==> src/rtl/alu_pipe_pkg.sv <==
// alu_pipe_pkg: shared types and function-select constants for the pipelined ALU.
// Holds the per-beat operation record carried through stage 1.
// Named select codes are used by the core for the common operations.
package alu_pipe_pkg;

   // Operation fields captured with each input beat.
   typedef struct packed {
      logic [3:0] s;        // function select
      logic       m;        // 1 = logic, 0 = arithmetic
      logic       cin;      // carry-in (+1), arithmetic only
      logic       use_acc;  // substitute accumulator for operand A
      logic       acc_wr;   // write result into the accumulator
   } alu_op_t;

   localparam logic [3:0] S_ADD   = 4'd9;   // arithmetic A + B (+cin)
   localparam logic [3:0] S_SUB   = 4'd6;   // arithmetic A - B when cin = 1
   localparam logic [3:0] S_PASSA = 4'd15;  // logic pass-through of A
   localparam logic [3:0] S_ZERO  = 4'd3;   // logic constant zero

endpackage

==> src/rtl/alu_pipe_core.sv <==
// alu_pipe_core: combinational W-bit 74181-style function unit with flags.
// Latency: 0 cycles (purely combinational).
// Backpressure: none; the enclosing pipeline decides when results are captured.
//
// Ports:
//   a_i, b_i   W-bit operands (A already accumulator-substituted by the caller)
//   s_i, m_i   function select and mode (m_i = 1 logic, 0 arithmetic)
//   cin_i      carry-in, ignored in logic mode
//   f_o        result; cout_o / ovf_o forced to 0 in logic mode
//   zero_o     f_o == 0;  eq_o  a_i == b_i
module alu_pipe_core
   import alu_pipe_pkg::*;
#(
   parameter int W = 4
) (
   input  logic [W-1:0] a_i,
   input  logic [W-1:0] b_i,
   input  logic [3:0]   s_i,
   input  logic         m_i,
   input  logic         cin_i,
   output logic [W-1:0] f_o,
   output logic         cout_o,
   output logic         zero_o,
   output logic         eq_o,
   output logic         ovf_o
);

   logic [W-1:0] ones;
   logic [W-1:0] logic_f;
   logic [W-1:0] x_op;
   logic [W-1:0] y_op;
   logic [W:0]   sum;
   logic         arith_ovf;

   assign ones = '1;

   // Logic-mode function table.
   always_comb begin
      logic_f = '0;
      case (s_i)
         4'd0:    logic_f = ~a_i;
         4'd1:    logic_f = ~(a_i | b_i);
         4'd2:    logic_f = ~a_i & b_i;
         S_ZERO:  logic_f = '0;
         4'd4:    logic_f = ~(a_i & b_i);
         4'd5:    logic_f = ~b_i;
         4'd6:    logic_f = a_i ^ b_i;
         4'd7:    logic_f = a_i & ~b_i;
         4'd8:    logic_f = ~a_i | b_i;
         4'd9:    logic_f = ~(a_i ^ b_i);
         4'd10:   logic_f = b_i;
         4'd11:   logic_f = a_i & b_i;
         4'd12:   logic_f = ones;
         4'd13:   logic_f = a_i | ~b_i;
         4'd14:   logic_f = a_i | b_i;
         S_PASSA: logic_f = a_i;
         default: logic_f = '0;
      endcase
   end

   // Arithmetic mode adds two selected terms X + Y + cin.
   always_comb begin
      x_op = a_i;
      y_op = '0;
      case (s_i)
         4'd0:    begin x_op = a_i;         y_op = '0;          end
         4'd1:    begin x_op = a_i | b_i;   y_op = '0;          end
         4'd2:    begin x_op = a_i | ~b_i;  y_op = '0;          end
         4'd3:    begin x_op = '0;          y_op = ones;        end
         4'd4:    begin x_op = a_i;         y_op = a_i & ~b_i;  end
         4'd5:    begin x_op = a_i | b_i;   y_op = a_i & ~b_i;  end
         S_SUB:   begin x_op = a_i;         y_op = ~b_i;        end
         4'd7:    begin x_op = a_i & ~b_i;  y_op = ones;        end
         4'd8:    begin x_op = a_i;         y_op = a_i & b_i;   end
         S_ADD:   begin x_op = a_i;         y_op = b_i;         end
         4'd10:   begin x_op = a_i | ~b_i;  y_op = a_i & b_i;   end
         4'd11:   begin x_op = a_i & b_i;   y_op = ones;        end
         4'd12:   begin x_op = a_i;         y_op = a_i;         end
         4'd13:   begin x_op = a_i | b_i;   y_op = a_i;         end
         4'd14:   begin x_op = a_i | ~b_i;  y_op = a_i;         end
         4'd15:   begin x_op = a_i;         y_op = ones;        end
         default: begin x_op = a_i;         y_op = '0;          end
      endcase
   end

   assign sum = {1'b0, x_op} + {1'b0, y_op} + {{W{1'b0}}, cin_i};

   // Signed overflow: like-signed addends producing a result of the other sign.
   assign arith_ovf = (x_op[W-1] == y_op[W-1]) && (sum[W-1] != x_op[W-1]);

   assign f_o    = m_i ? logic_f : sum[W-1:0];
   assign cout_o = !m_i && sum[W];
   assign ovf_o  = !m_i && arith_ovf;
   assign zero_o = (f_o == '0);
   assign eq_o   = (a_i == b_i);

endmodule

==> src/rtl/alu_pipe.sv <==
// alu_pipe: two-stage valid/ready pipelined ALU with flags and optional accumulator.
// Latency: 2 cycles from input handshake to out_valid; 1 beat/cycle throughput.
// Backpressure: holds 2 beats; in_ready = !s1 | !s2 | out_ready (depends on out_ready only).
//
// Ports:
//   clk, rst                         clock, synchronous active-high reset
//   in_valid/in_ready                input handshake
//   in_a, in_b, in_s, in_m, in_cin   operands, select, mode, carry-in
//   in_use_acc, in_acc_wr            accumulator substitute / write-back controls
//   out_valid/out_ready              output handshake
//   out_f, out_cout, out_zero,
//   out_eq, out_ovf                  registered result and flags
//
// Build option: define ALU_PIPE_ACC_EN to build the accumulator. Without it the
// accumulator controls are accepted but ignored and A is always in_a.
module alu_pipe
   import alu_pipe_pkg::*;
#(
   parameter int           W        = 4,
   parameter logic [W-1:0] ACC_INIT = '0
) (
   input  logic         clk,
   input  logic         rst,
   input  logic         in_valid,
   output logic         in_ready,
   input  logic [W-1:0] in_a,
   input  logic [W-1:0] in_b,
   input  logic [3:0]   in_s,
   input  logic         in_m,
   input  logic         in_cin,
   input  logic         in_use_acc,
   input  logic         in_acc_wr,
   output logic         out_valid,
   input  logic         out_ready,
   output logic [W-1:0] out_f,
   output logic         out_cout,
   output logic         out_zero,
   output logic         out_eq,
   output logic         out_ovf
);

   // Stage 1: captured operand beat.
   logic         s1_vld_q, s1_vld_d;
   logic [W-1:0] s1_a_q;
   logic [W-1:0] s1_b_q;
   alu_op_t      s1_op_q;

   // Stage 2: registered result and flags.
   logic         s2_vld_q, s2_vld_d;
   logic [W-1:0] f_q;
   logic         cout_q, zero_q, eq_q, ovf_q;

   logic         in_hs;
   logic         s2_load;
   logic [W-1:0] a_use;

   logic [W-1:0] core_f;
   logic         core_cout, core_zero, core_eq, core_ovf;

   assign in_ready = !s1_vld_q || !s2_vld_q || out_ready;
   assign in_hs    = in_valid && in_ready;
   assign s2_load  = s1_vld_q && (!s2_vld_q || out_ready);

   // A new beat refills S1 even while its old contents move to S2.
   always_comb begin
      s1_vld_d = s1_vld_q;
      if (in_hs)
         s1_vld_d = 1'b1;
      else if (s2_load)
         s1_vld_d = 1'b0;
   end

   // A fresh result replaces a consumed one with no bubble.
   always_comb begin
      s2_vld_d = s2_vld_q;
      if (s2_load)
         s2_vld_d = 1'b1;
      else if (out_ready)
         s2_vld_d = 1'b0;
   end

`ifdef ALU_PIPE_ACC_EN
   logic [W-1:0] acc_q, acc_d;

   // The accumulator is read and written at the S1->S2 transfer, so the next
   // beat sitting in S1 sees the updated value without a stall.
   always_comb begin
      acc_d = acc_q;
      if (s2_load && s1_op_q.acc_wr)
         acc_d = core_f;
   end

   always_ff @(posedge clk) begin
      if (rst)
         acc_q <= ACC_INIT;
      else
         acc_q <= acc_d;
   end

   assign a_use = s1_op_q.use_acc ? acc_q : s1_a_q;
`else
   logic unused_acc_ctl;

   assign unused_acc_ctl = ^{s1_op_q.use_acc, s1_op_q.acc_wr, ACC_INIT};
   assign a_use          = s1_a_q;
`endif

   alu_pipe_core #(
      .W (W)
   ) u_core (
      .a_i    (a_use),
      .b_i    (s1_b_q),
      .s_i    (s1_op_q.s),
      .m_i    (s1_op_q.m),
      .cin_i  (s1_op_q.cin),
      .f_o    (core_f),
      .cout_o (core_cout),
      .zero_o (core_zero),
      .eq_o   (core_eq),
      .ovf_o  (core_ovf)
   );

   always_ff @(posedge clk) begin
      if (rst) begin
         s1_vld_q <= 1'b0;
         s1_a_q   <= '0;
         s1_b_q   <= '0;
         s1_op_q  <= '0;
         s2_vld_q <= 1'b0;
         f_q      <= '0;
         cout_q   <= 1'b0;
         zero_q   <= 1'b0;
         eq_q     <= 1'b0;
         ovf_q    <= 1'b0;
      end else begin
         s1_vld_q <= s1_vld_d;
         s2_vld_q <= s2_vld_d;
         if (in_hs) begin
            s1_a_q  <= in_a;
            s1_b_q  <= in_b;
            s1_op_q <= '{s: in_s, m: in_m, cin: in_cin,
                         use_acc: in_use_acc, acc_wr: in_acc_wr};
         end
         if (s2_load) begin
            f_q    <= core_f;
            cout_q <= core_cout;
            zero_q <= core_zero;
            eq_q   <= core_eq;
            ovf_q  <= core_ovf;
         end
      end
   end

   assign out_valid = s2_vld_q;
   assign out_f     = f_q;
   assign out_cout  = cout_q;
   assign out_zero  = zero_q;
   assign out_eq    = eq_q;
   assign out_ovf   = ovf_q;

endmodule

==> config.mk <==
export PLATFORM = sky130hd
export DESIGN_NAME = alu_pipe
export DESIGN_NICKNAME = d
export VERILOG_FILES = /design/src/rtl/alu_pipe_pkg.sv /design/src/rtl/alu_pipe_core.sv /design/src/rtl/alu_pipe.sv
export SDC_FILE = /design/constraint.sdc
export NUM_CORES = 1
export LEC_CHECK = 0
export CAP_MARGIN = 20
export CORE_ASPECT_RATIO = 2
export CORE_UTILIZATION = 40
export DETAILED_ROUTE_END_ITERATION = 7
export PLACE_DENSITY_LB_ADDON = 0.08
export SLEW_MARGIN = 20
export SYNTH_ARGS = -nofsm -noshare
export SYNTH_HDL_FRONTEND = slang
export SYNTH_SLANG_ARGS = --single-unit
==> constraint.sdc <==
create_clock -name clk -period 3.98 [get_ports clk]
set_input_delay 0.995 -clock clk [delete_from_list [all_inputs] [get_ports clk]]
set_output_delay 0.995 -clock clk [all_outputs]
set_load 0.03 [all_outputs]
==> impl_metrics.csv <==
group,metric,value,unit
status,status,"finished, final reports clean",
critical_path,worst-path-buf-inv,1,
detailed_routing,vias,2412,
cells_and_area,nets,379,
cells_and_area,final_cell_mix,"nand2_1, a21oi_1, clkdlybuf4s50_1",
die,num_rows,38,
detailed_routing,drt-total-wl,6966,um
yosys,syn_inst,310,
cts,ctsHoldBuffers,0,
yosys,ys_warn_count,0,
critical_path,crit_fanout,25,
critical_path,end_kind,"flop",
critical_path,start_kind,"flop",
timing,relSlewSlack,42.77,%
critical_path,worst-setup-path-type,"flop to flop",
worst_hold_path,worstHoldPathCells,2,
global_route,overflow,0,
placed_design,place_ws,0.3958,ns
yosys,synth_flop_cell,"dfxtp_1",
worst_hold_path,min-delay-path-class,"flop to flop",
global_route,grt_pass1_wl,11430,um
yosys,synth-edff-count,0,
die,die_x,55.56,um
critical_path,cpPeakStageDelay,0.53,ns
yosys,syn_area,2295,um2
yosys,ys_types,63,
yosys,avgSynthCellArea,7.402,um2
pwr,p_leak,0.001020,uW
critical_path,reg2reg_depth,11,
detailed_routing,drc,0,
detailed_routing,initialDrtViolationCount,93,
cts,clk_pin_slew_worst_paths,0.08,ns
cells_and_area,diodes,0,
placed_design,dpl.hpwl,5478,um
detailed_routing,post_drt_via_cell_ratio,6.076,
timing,rsz0062_at_grt,"false",
cells_and_area,n_fill_cell,553,
timing,finalSetupViolCount,0,
timing,worstMarginPinSlew,0.8557,ns
yosys,synth-async-reset-ratio,0,%
cts,clock_latency,0.27,ns
critical_path,arrival,3.78,ns
critical_path,cp_top_family,"adder cells",
pwr,p_per_area,250.2,nW/um2
yosys,synth_area_leaders,"dfxtp_1, ha_1, nand2_1, a21oi_1, nand3b_1",
detailed_routing,dr.pass1.iters,5,
timing,finalClockSkew,0.003104,ns
die,dieHeight,109.1,um
placed_design,place_area,2660,um2
global_route,antenna_found_initial,0,
timing,fmax,278.1,MHz
critical_path,worstPathRequired,4.17,ns
die,initial_utilization,41.97,%
cells_and_area,area_growth,18.32,%
yosys,yosysTopAreaCellShare,20.94,%
timing,finalSetupTns,0,ns
timing,drv_slew,0,
pwr,vdd_drop_max,249.7,uV
cts,clock_sinks,24,
timing,min_period,3.596,ns
timing,hold_violations,0,
cts,cts_buffer_depth,2,
critical_path,slowest_stage,"fa_1",
cells_and_area,post-route-cell-area,2715,um2
detailed_routing,ant_nets,0,
placed_design,port_buffers,27,
cts,htreeDepth,1,
cts,cts_tree,"done",
yosys,seq_area_frac_synth,20.94,%
yosys,synth_top_area_cell,"dfxtp_1",
timing,period_share,90.35,%
detailed_routing,wl_per_cell,17.55,um
cts,post_cts_resized,0,
critical_path,path_depth,11,
global_route,track_usage,24.03,%
global_route,grt_max_degree,26,
die,dieArea,6062,um2
yosys,ys_seq_elements,24,
cells_and_area,fin_util,49.66,%
die,core,5468,um2
cts,postCtsSetupBuffers,0,
timing,setup_slack,0.3841,ns
run,drv_cap,0,
global_route,grt_pass1_vias,2419,
placed_design,gp_congestion,0.9384,
yosys,synth.net_count,351,
critical_path,path_cells,"buf_4 -> nand2_1 -> a21oi_1 -> a211oi_1 -> fa_1 -> fa_1 -> nor2_1 -> or4_1 -> o32ai_2 -> o2111ai_1 -> a21oi_1",
cts,cts-root-buf,"clkbuf_8",
cells_and_area,final_common_cell,"nand2_1",
cts,cts_buffers,3,
die,ios,30,
cells_and_area,drive_gt1_share,8.605,%
## path summary, 6_finish.rpt
| path | slack (ns) | from | to |
|---|---|---|---|
| setup reg to reg | 0.38 | s1_op_q[4]$_SDFFE_PP0P_ | out_zero$_SDFFE_PP0P_ |
| hold reg to reg | 0.46 | out_ovf$_SDFFE_PP0P_ | out_ovf$_SDFFE_PP0P_ |
| hold / removal | 0.46 | out_ovf$_SDFFE_PP0P_ | out_ovf$_SDFFE_PP0P_ |
| setup / recovery | 0.38 | s1_op_q[4]$_SDFFE_PP0P_ | out_zero$_SDFFE_PP0P_ |
## metal layers
layer | wire length, um | share of wire, % | up-vias | track usage [%]
met4 | 515 | 7.4 | 0 | 22.14
met5 | 0 | 0 | - | 0
met1 | 2655 | 38 | 1114 | 24.91
met2 | 3543 | 51 | 83 | 42.17
met3 | 252 | 3.6 | 35 | 2.017
li1 | - | - | 1180 | -
## cell type report
| class | count | area, um2 | area share [%] |
|---|---|---|---|
| Sequential cell | 24 | 480.5 | 17.70 |
| Inverter | 19 | 71.32 | 2.627 |
| Clock buffer | 4 | 55.05 | 2.028 |
| Tap cell | 60 | 75.07 | 2.765 |
| Multi-Input combinational cell | 245 | 1628 | 59.95 |
| Timing Repair Buffer | 45 | 405.4 | 14.93 |
## report_power, final
group / switching [uW] / internal (uW)
combinational: 132 / 109
sequential: 18.6 / 254
clock: 78.0 / 88.4
## flip-flops by register name (all words and copies together) (netlist names)
name and cells:
a_use 4, out_zero 1, s1_op_q 6, s1_vld_q 1, out_cout 1, out_eq 1
out_ovf 1, s1_b_q 4, out_f 4, out_valid 1
## cells in the mapped netlist, types with 4 or more instances
cell and instances:
a21oi_1 34, a22oi_1 5, buf_2 11, clkbuf_1 7, dfxtp_1 24, ha_1 19, inv_1 19, nand2_1 48
nand2b_1 7, nand3b_1 13, nor2_1 17, nor2b_1 4, nor3_1 9, o21ai_0 8, o31ai_1 5, or3_1 4
or4_1 4
## stage by stage
| step | total power [uW] | hold WS (ns) | instances |
|---|---|---|---|
| 2_1_floorplan | 433.9 | 0.4363 | 310 |
| 3_3_place_gp | 517.2 | 0.4490 | 393 |
| 3_5_place_dp | 517.5 | 0.4472 | 393 |
| 4_1_cts | 686.7 | 0.4658 | 397 |
| 5_1_grt | 717.4 | 0.4798 | 397 |
| 6_report | 679.2 | 0.4583 | 397 |
## worst register-to-register path: stages (launching register included)
cell,delay (ns)
dfxtp_1,0.42
buf_4,0.30
nand2_1,0.26
a21oi_1,0.26
a211oi_1,0.11
fa_1,0.46
fa_1,0.53
nor2_1,0.04
or4_1,0.52
o32ai_2,0.29
o2111ai_1,0.16
a21oi_1,0.17
## kinds of logic after synthesis
| kind of cell | Yosys count | share of synthesized area [%] |
|---|---|---|
| AO/OA/AOI/OAI | 93 | 27.48 |
| XOR/XNOR | 1 | 0.3817 |
| adder cells (fa/ha/maj) | 21 | 12.10 |
| buffers and inverters | 41 | 8.124 |
| flip-flops | 24 | 20.94 |
| multiplexers | 4 | 1.799 |
| AND/OR/NAND/NOR | 126 | 29.17 |
(Power assumes the default switching activity.)
